$ cat config.mk
export PLATFORM = sky130hd
export DESIGN_NAME = fetch_stage
export DESIGN_NICKNAME = d
export VERILOG_FILES = /design/src/rtl/zeptron_pkg.sv /design/src/rtl/fetch_fifo.sv /design/src/rtl/fetch_stage.sv
export SDC_FILE = /design/constraint.sdc
export NUM_CORES = 1
export LEC_CHECK = 0
export ABC_CLOCK_PERIOD_IN_PS = 12100
export BUFFER_PORTS_ARGS = -buffer_cell sky130_fd_sc_hd__buf_4
export CAP_MARGIN = 20
export CORE_UTILIZATION = 40
export DETAILED_ROUTE_END_ITERATION = 8
export PLACE_DENSITY_LB_ADDON = 0.3
export SETUP_SLACK_MARGIN = 0.5
export SYNTH_ARGS = -nofsm -noshare
export SYNTH_HDL_FRONTEND = slang
export SYNTH_SLANG_ARGS = --single-unit
export TNS_END_PERCENT = 1
$ cat constraint.sdc
create_clock -name clk -period 12.1 [get_ports clk]
set_input_delay 2.42 -clock clk [delete_from_list [all_inputs] [get_ports clk]]
set_output_delay 2.42 -clock clk [all_outputs]
set_load 0.02 [all_outputs]
$ cat src/rtl/zeptron_pkg.sv
// Shared Zeptron pipeline types and constants.
package zeptron_pkg;
  localparam int XLEN = 32;
  localparam logic [XLEN-1:0] NOP_INSTR = 32'h0000_0013;
  localparam logic [XLEN-1:0] RESET_PC_DEFAULT = 32'h0000_0000;

  typedef struct packed {
    logic [XLEN-1:0] instr;
    logic [XLEN-1:0] pc;
  } fetch_entry_t;

  typedef struct packed {
    logic [XLEN-1:0] pc;
    logic            epoch;
  } fetch_tag_t;
endpackage

$ cat src/rtl/fetch_fifo.sv
// Small synchronous FIFO with first-word-fall-through read; DEPTH must be a power of two.
module fetch_fifo #(
  parameter int WIDTH = 32,
  parameter int DEPTH = 2
) (
  input  logic                     clk,
  input  logic                     reset,
  input  logic                     push,
  input  logic                     pop,
  input  logic                     clear,
  input  logic [WIDTH-1:0]         din,
  output logic [WIDTH-1:0]         dout,
  output logic                     full,
  output logic                     empty,
  output logic [$clog2(DEPTH):0]   count
);
  localparam int AW = $clog2(DEPTH);

  logic [WIDTH-1:0] mem [DEPTH];
  logic [AW-1:0]    rd_ptr;
  logic [AW-1:0]    wr_ptr;
  logic             do_push;
  logic             do_pop;

  assign empty   = (count == '0);
  assign full    = (count == (AW+1)'(DEPTH));
  assign do_pop  = pop & ~empty;
  assign do_push = push & (~full | do_pop);
  assign dout    = mem[rd_ptr];

  always_ff @(posedge clk) begin
    if (do_push) mem[wr_ptr] <= din;
  end

  // Pointers wrap naturally because DEPTH is a power of two.
  always_ff @(posedge clk) begin
    if (reset || clear) begin
      rd_ptr <= '0;
      wr_ptr <= '0;
      count  <= '0;
    end else begin
      if (do_push) wr_ptr <= wr_ptr + AW'(1);
      if (do_pop)  rd_ptr <= rd_ptr + AW'(1);
      count <= count + {{AW{1'b0}}, do_push} - {{AW{1'b0}}, do_pop};
    end
  end
endmodule

$ cat src/rtl/fetch_stage.sv
// Zeptron instruction fetch: owns the PC, tracks in-flight imem requests by epoch,
// and queues returned instructions for decode.
module fetch_stage
  import zeptron_pkg::*;
#(
  parameter logic [XLEN-1:0] RESET_PC  = RESET_PC_DEFAULT,
  parameter int              BUF_DEPTH = 2
) (
  input  logic            clk,
  input  logic            reset,
  output logic            imem_req,
  output logic [XLEN-1:0] imem_addr,
  input  logic            imem_gnt,
  input  logic            imem_rvalid,
  input  logic [XLEN-1:0] imem_rdata,
  input  logic            redirect,
  input  logic [XLEN-1:0] redirect_pc,
  output logic            f_valid,
  output logic [XLEN-1:0] f_instr,
  output logic [XLEN-1:0] f_pc,
  output logic [XLEN-1:0] f_pc_plus4,
  input  logic            d_ready
);
  localparam int CW = $clog2(BUF_DEPTH) + 1;

  logic [XLEN-1:0] pc;
  logic            epoch;

  fetch_tag_t      tag_in;
  fetch_tag_t      tag_head;
  logic            tag_push;
  logic            tag_pop;
  logic            tag_full;
  logic            tag_empty;
  logic [CW-1:0]   outstanding;

  fetch_entry_t    q_in;
  fetch_entry_t    q_head;
  logic            q_push;
  logic            q_pop;
  logic            q_full;
  logic            q_empty;
  logic [CW-1:0]   q_count;

  logic            grant;
  logic            resp_keep;
  logic [CW:0]     in_use;

  // Handshakes: imem request transfers when imem_req & imem_gnt; decode transfer
  // when f_valid & d_ready; f_valid/f_instr/f_pc stay stable while f_valid & !d_ready.
  assign f_valid = ~reset & ~redirect & ~q_empty;
  assign q_pop   = f_valid & d_ready;

  // Credit covers both in-flight requests and queued entries, so the queue never overflows.
  assign in_use   = {1'b0, outstanding} + {1'b0, q_count} - {{CW{1'b0}}, q_pop};
  assign imem_req = ~reset & ~redirect & ~tag_full & (in_use < (CW+1)'(BUF_DEPTH));
  assign grant    = imem_req & imem_gnt;

  assign tag_push  = grant;
  assign tag_in    = '{pc: pc, epoch: epoch};
  assign tag_pop   = imem_rvalid & ~tag_empty;
  assign resp_keep = tag_pop & (tag_head.epoch == epoch) & ~redirect;
  assign q_push    = resp_keep & (~q_full | q_pop);
  assign q_in      = '{instr: imem_rdata, pc: tag_head.pc};

  assign imem_addr  = reset ? RESET_PC : pc;
  assign f_instr    = f_valid ? q_head.instr : NOP_INSTR;
  assign f_pc       = f_valid ? q_head.pc : '0;
  assign f_pc_plus4 = f_pc + 32'd4;

  // The tag FIFO occupancy is the outstanding-request count.
  fetch_fifo #(
    .WIDTH ($bits(fetch_tag_t)),
    .DEPTH (BUF_DEPTH)
  ) u_tag_fifo (
    .clk   (clk),
    .reset (reset),
    .push  (tag_push),
    .pop   (tag_pop),
    .clear (1'b0),
    .din   (tag_in),
    .dout  (tag_head),
    .full  (tag_full),
    .empty (tag_empty),
    .count (outstanding)
  );

  fetch_fifo #(
    .WIDTH ($bits(fetch_entry_t)),
    .DEPTH (BUF_DEPTH)
  ) u_instr_queue (
    .clk   (clk),
    .reset (reset),
    .push  (q_push),
    .pop   (q_pop),
    .clear (redirect),
    .din   (q_in),
    .dout  (q_head),
    .full  (q_full),
    .empty (q_empty),
    .count (q_count)
  );

  // Redirect flips the epoch so responses already in flight are recognised as stale.
  always_ff @(posedge clk) begin
    if (reset) begin
      pc    <= RESET_PC;
      epoch <= 1'b0;
    end else if (redirect) begin
      pc    <= redirect_pc & ~32'h0000_0003;
      epoch <= ~epoch;
    end else if (grant) begin
      pc    <= pc + 32'd4;
    end
  end
endmodule

==> Word-level counts from Yosys, hierarchy flattened <==
Memory sizes are Yosys's and may differ from the RTL's. A register that Yosys moved wholly into a read port is not among the register bits.
Cells that the tools add are included.
W data, S select, Z words.
{ "word_totals": {"mem_count": 2, "latch_bits": 0, "romBits": 0, "inputBits": 70, "output_inout_bits": 130, "register_bits": 41, "word_cells": 69, "ram_bits": 194} }
{ "mem_list": {"columns": ["name", "words", "word_bits", "rd", "rd_clocked_by_memory_dff", "write_ports", "line_no", "text"], "rows": [
  ["u_instr_queue.mem", 2, 64, 1, 1, 1, "fetch_fifo.sv:19", "logic [WIDTH-1:0] mem [DEPTH];"],
  ["u_tag_fifo.mem", 2, 33, 1, 1, 1, "fetch_fifo.sv:19", null]
]} }
{ "op_classes": {"bitwise": 24, "n_eq_ne": 3, "add_sub_neg": 12, "reduce_logical": 5, "muxes": 13, "shift": 0, "mul": 0, "magnitude_cmp": 1, "n_div": 0} }
{ "op_table": {"columns": ["op", "count"], "rows": [
  ["$mux W32", 5],
  ["$add A32 B3 Y32 const B", 2],
  ["$and A1 B1 Y1", 14],
  ["$mux W1", 8],
  ["$not A1 Y1", 7],
  ["$add A1 B1 Y1 const B", 4],
  ["$add A2 B1 Y2", 2],
  ["$eq A2 B2 Y1 const B", 2],
  ["$logic_not A2 Y1", 2],
  ["$sub A2 B1 Y2", 2],
  ["$add A2 B2 Y3", 1],
  ["$lt A3 B2 Y1 const B", 1],
  ["$or A1 B1 Y1", 3],
  ["$sub A3 B1 Y3", 1],
  ["$reduce_bool A2 Y1", 1],
  ["$reduce_or A2 Y1", 1],
  ["$eq A1 B1 Y1", 1],
  ["$logic_or A1 B1 Y1", 1]
]} }

==> Longest topological paths before layout <==
{ "depth": {"word_depth": 11, "ltp_mapped": 18} }

==> Modules after synthesis <==
Synthesis repeated with hierarchy kept, for this count alone.
{ "hier_totals": {"hier_cells": 838, "hier_area_um2": 10855.4} }
{ "by_module_without_submodules": {"columns": ["module", "area_per_inst_um2", "cells_per_inst", "n_inst"], "rows": [
  ["fetch_fifo (u_instr_queue)", 4858.4, 232, 1],
  ["fetch_stage", 3364.5, 470, 1],
  ["fetch_fifo (u_tag_fifo)", 2632.5, 136, 1]
]} }

==> Worst setup path before layout <==
No wires, ideal clock.
{ "synth_path": {"kind": "input to output", "start": "input port redirect", "end": "output port f_pc_plus4[18]", "path_stages": 12, "slack_ps": 4296, "t_arrival_ps": 5384, "path_buffers": 3, "path_cell_list": "buf_6 > nor2_1 > o21ai_1 > clkbuf_1 > clkbuf_1 > nor2_1 > ha_1 > inv_1 > a211oi_1 > nand4_2 > nor4_1 > xor2_1"} }
{ "synth_via": {"elab_chain_len": 5} }
{ "synth_lines": {"columns": ["element", "line_no", "text"], "rows": [
  ["start, declared", "fetch_stage.sv:16", "input logic redirect,"],
  ["$not A1 Y1", "fetch_stage.sv:51", "assign f_valid = ~reset & ~redirect & ~q_empty;"],
  ["$and A1 B1 Y1 (2 in series)", "fetch_stage.sv:51", null],
  ["$mux W32", "fetch_stage.sv:68", "assign f_pc = f_valid ? q_head.pc : '0;"],
  ["net f_pc[3]", "fetch_stage.sv:20", "output logic [XLEN-1:0] f_pc,"],
  ["$add A32 B3 Y32", "fetch_stage.sv:69", "assign f_pc_plus4 = f_pc + 32'd4;"],
  ["end, declared", "fetch_stage.sv:21", "output logic [XLEN-1:0] f_pc_plus4,"]
]} }
The timed path passes the listed nets, and every way through them passes these cells.

==> Worst setup path in the final report <==
{ "layout_path": {"start": "input port reset", "end": "output port f_pc_plus4[28]"} }
{ "layout_via": {"elab_chain_len": 5} }
{ "layout_lines": {"columns": ["element", "line_no", "text"], "rows": [
  ["start, declared", "fetch_stage.sv:10", "input logic reset,"],
  ["$not A1 Y1", "fetch_stage.sv:51", null],
  ["$and A1 B1 Y1 (2 in series)", "fetch_stage.sv:51", null],
  ["$mux W32", "fetch_stage.sv:68", null],
  ["$add A32 B3 Y32", "fetch_stage.sv:69", null]
]} }
Every way passes these cells.

==> results.md <==
- Status: complete, no violations
- Vias per cell: about 5.2
- I/O Buffers: between 150 and 200
- Gr usage total: between 10% and 20%
- Part of the cycle the worst path needs: between 70% and 80%
- Vias in the first global route: 6689
- Worst-margin pin slew: between 1 and 1.5 ns
- Final Hold Fails: 0
- Max IR drop VDD: between 0.00008 and 0.00009 V
- ANT cells: 0
- Reg2reg setup slack: between 7 and 8 ns
- CTS Sinks: 227
- Met2 Use GR: 25.6%
- Async SR Flop Fraction: 0%
- CTS Hold Bufs: 0
- Synth area leader: edfxtp_1
- Slowest-stage cell, CP: nor2_1
- Yosys cell types: 56
- Yosys reg bits: 227
- Setup Crit Path Kind: in -> out
- Grt ovf: 0
- CTS tree: yes
- Max Slew Vio Count: 0
- DRT iter0 DRCs: 507
- Avg Synthesized Cell Area: 12.3 sq um
- First-pass GRT wire length: 36.4 mm
- Area Growth Syn to Fin: 24.6%
- Root buf cell: clkbuf_16
- Per-cell routed wire length: 17.1 microns
- Most used routing layer: met1
- Reg clk slew, reported paths: around 0.060 ns
- Placed inst area: 12100 sq um
- H-tree levels: 1
- Final #Nets: between 1k and 1.5k
- Yosys warns: 0
- Placed cells: 1331
- Mapped cell area: just over 10000 sq um
- Global Route met3 Usage: roughly 3%
- Final Util: 51.1%
- RSZ-0062 raised after global routing: false
- Top cell type's share of synthesized area: around 54%
- Global-route met1 utilization: 25.7%
- Max Cap Viol: 0
- Slew Limit Headroom: 29.8%
- Largest net degree at the start of global routing: 80
- Total power: 1.98 mW
- Post-synth EDFFs: 186
- Largest stage delay, worst path: about 0.45 ns
- CORE AREA: 25300 sq um
- DRT antenna net count: 0
- RePlAce Congestion: 0.812
- Worst Clk Skew: between 0.01 and 0.015 ns
- Leakage: about 4.7 nW
- Finished Cell Area: 12900 sq um
- Initial antenna violation count: 0
- FMAX: ~0.12 GHz
- PostCTS Resize Cnt: 0
- Worst-path fanout max: between 60 and 70
- Hold Crit Class: reg -> reg
- Post-CTS Setup Bufs: 0
- Worst Path Arrival: 6.14 ns
- Total CTS buffers: 24
- Dpl ws: 3.50 ns
- Synth Flop Type: edfxtp_1
- Placed wire-length estimate: ~16 mm
- Crit-path cells: buf_4 -> nor2_1 -> o21ai_4 -> buf_4 -> inv_1 -> nand2_1 -> inv_1 -> ha_1 -> inv_1 -> a211oi_1 -> nand4_2 -> nor4b_2 -> mux2_2 -> buf_4
- Layout cells sized above 1: 27.7%
- First-pass DRT Iterations: 5
- Initial Util: 41.0%
- DIE HEIGHT: 163 microns
- Final hold slack: 0.498 ns
- Min Tclk post-route: 8.56 ns
- Setup TNS: 0 ns
- Core Rows: 58
- Power per cell area: 153 nW/um^2
- Die width: roughly 160 microns
- CP Buf/Inv Count: 6
- Largest cells by area after synthesis: edfxtp_1 (54%), dfxtp_1 (7.9%), mux2i_1 (6.0%)
- Post-Layout Cell Count: between 1k and 1.5k
- Mapped Cells: 846
- Die Area: between 20000 and 30000 sq um
- Worst path required time: 9.68 ns
- Final setup viols: 0
- Detailed Route WL: 23.6 mm
- Final worst setup slack: 3.54 ns
- CTS max path bufs: 3
- Setup crit end kind: primary output
- Worst skew pair latency: 0.51 ns
- Total vias in the final route: slightly above 7k
- IO Pins: 200
- Top delay family on crit path: buffers and inverters
- Element type at the critical path start: input port
- DRC Markers: 0
- Register area share after synthesis: about 62%
report_power, final:
part	internal, mW	switching, mW	total, mW
Combinational	0.106	0.146	0.252
Clock	0.485	0.294	0.778
Sequential	0.919	0.0307	0.950
Total	1.51	0.470	1.98
worst min-delay path: stages (launching register included):
cell     delay [ns]
dfxtp_1        0.32
xor2_1         0.08
nor2_1         0.07
final timing paths:
| path | from | to | depth (start not counted) |
|---|---|---|---|
| setup / recovery | reset | f_pc_plus4[28] | 14 |
| hold / removal | u_instr_queue.rd_ptr | flop | 2 |
| setup reg to reg | u_instr_queue.count[0] | u_tag_fifo.mem[1][32] | 11 |
| hold reg to reg | u_instr_queue.rd_ptr | flop | 2 |
cell type report:
class                      count  area [sq um]
inverter                      20          75.1
fill                        2229         12400
tap                          330           413
timing repair buffer         202          1510
multi-input combinational    552          3670
clock buffer                  30           684
clock inverter                14           170
sequential                   227          6410
logic make-up (layout without fill, tap and decap cells):
family | Yosys count | count (layout) | synth area share [%]
and+or+nand+nor | 299 | 299 | 14.7
DFF | 227 | 227 | 61.7
AOI/OAI and AO/OA | 98 | 98 | 5.64
muxes | 98 | 98 | 9.88
buffers and inverters | 72 | 266 | 3.39
xor gates and xnor gates | 43 | 43 | 3.63
adders and majority gates | 8 | 8 | 1.04
other | 1 | 6 | 0.0361
cells in the mapped netlist (5+ instances only):
cell / n
buf_6: 5
nor3b_1: 6
xor2_1: 24
and3_1: 6
nand3b_1: 5
nand2b_1: 8
clkbuf_1: 23
nor2b_1: 28
nor3_1: 24
nand4_1: 15
dfxtp_1: 41
a21oi_1: 30
mux2_2: 36
inv_1: 19
buf_2: 11
edfxtp_1: 186
and2_1: 7
ha_1: 7
nor2_1: 93
xnor2_1: 19
nand3_1: 27
a31oi_1: 15
buf_4: 8
mux2i_1: 62
o21ai_0: 24
nor4_1: 13
nand2_1: 46
buf_1: 5
a22oi_1: 6
cell usage in the layout, fill, tap and decap left out, drive strengths merged, types with 28 or more instances in the layout:
master | Yosys | final
nand2 | 47 | 47
clkbuf | 23 | 30
mux2 | 36 | 36
dfxtp | 41 | 41
a21oi | 30 | 30
mux2i | 62 | 62
nor2 | 93 | 93
buf | 29 | 202
nor2b | 28 | 28
edfxtp | 186 | 186
routing by layer:
layer / share of wire [%] / vias to the layer above / wire (microns)
met3: 7.7 / 37 / 1810
met2: 44 / 270 / 10300
met5: 0 / - / 0
met1: 47 / 3401 / 11100
li1: - / 3463 / -
met4: 1.9 / 0 / 450
registers in the layout (all words and copies together) (netlist names), named ones only:
name                  count
epoch                     1
pc                       30
u_instr_queue.count       2
u_instr_queue.mem       124
u_instr_queue.rd_ptr      1
u_instr_queue.wr_ptr      1
u_tag_fifo.count          2
u_tag_fifo.mem           62
u_tag_fifo.rd_ptr         1
u_tag_fifo.wr_ptr         1
No activity file was read; power rests on OpenSTA's default activity.
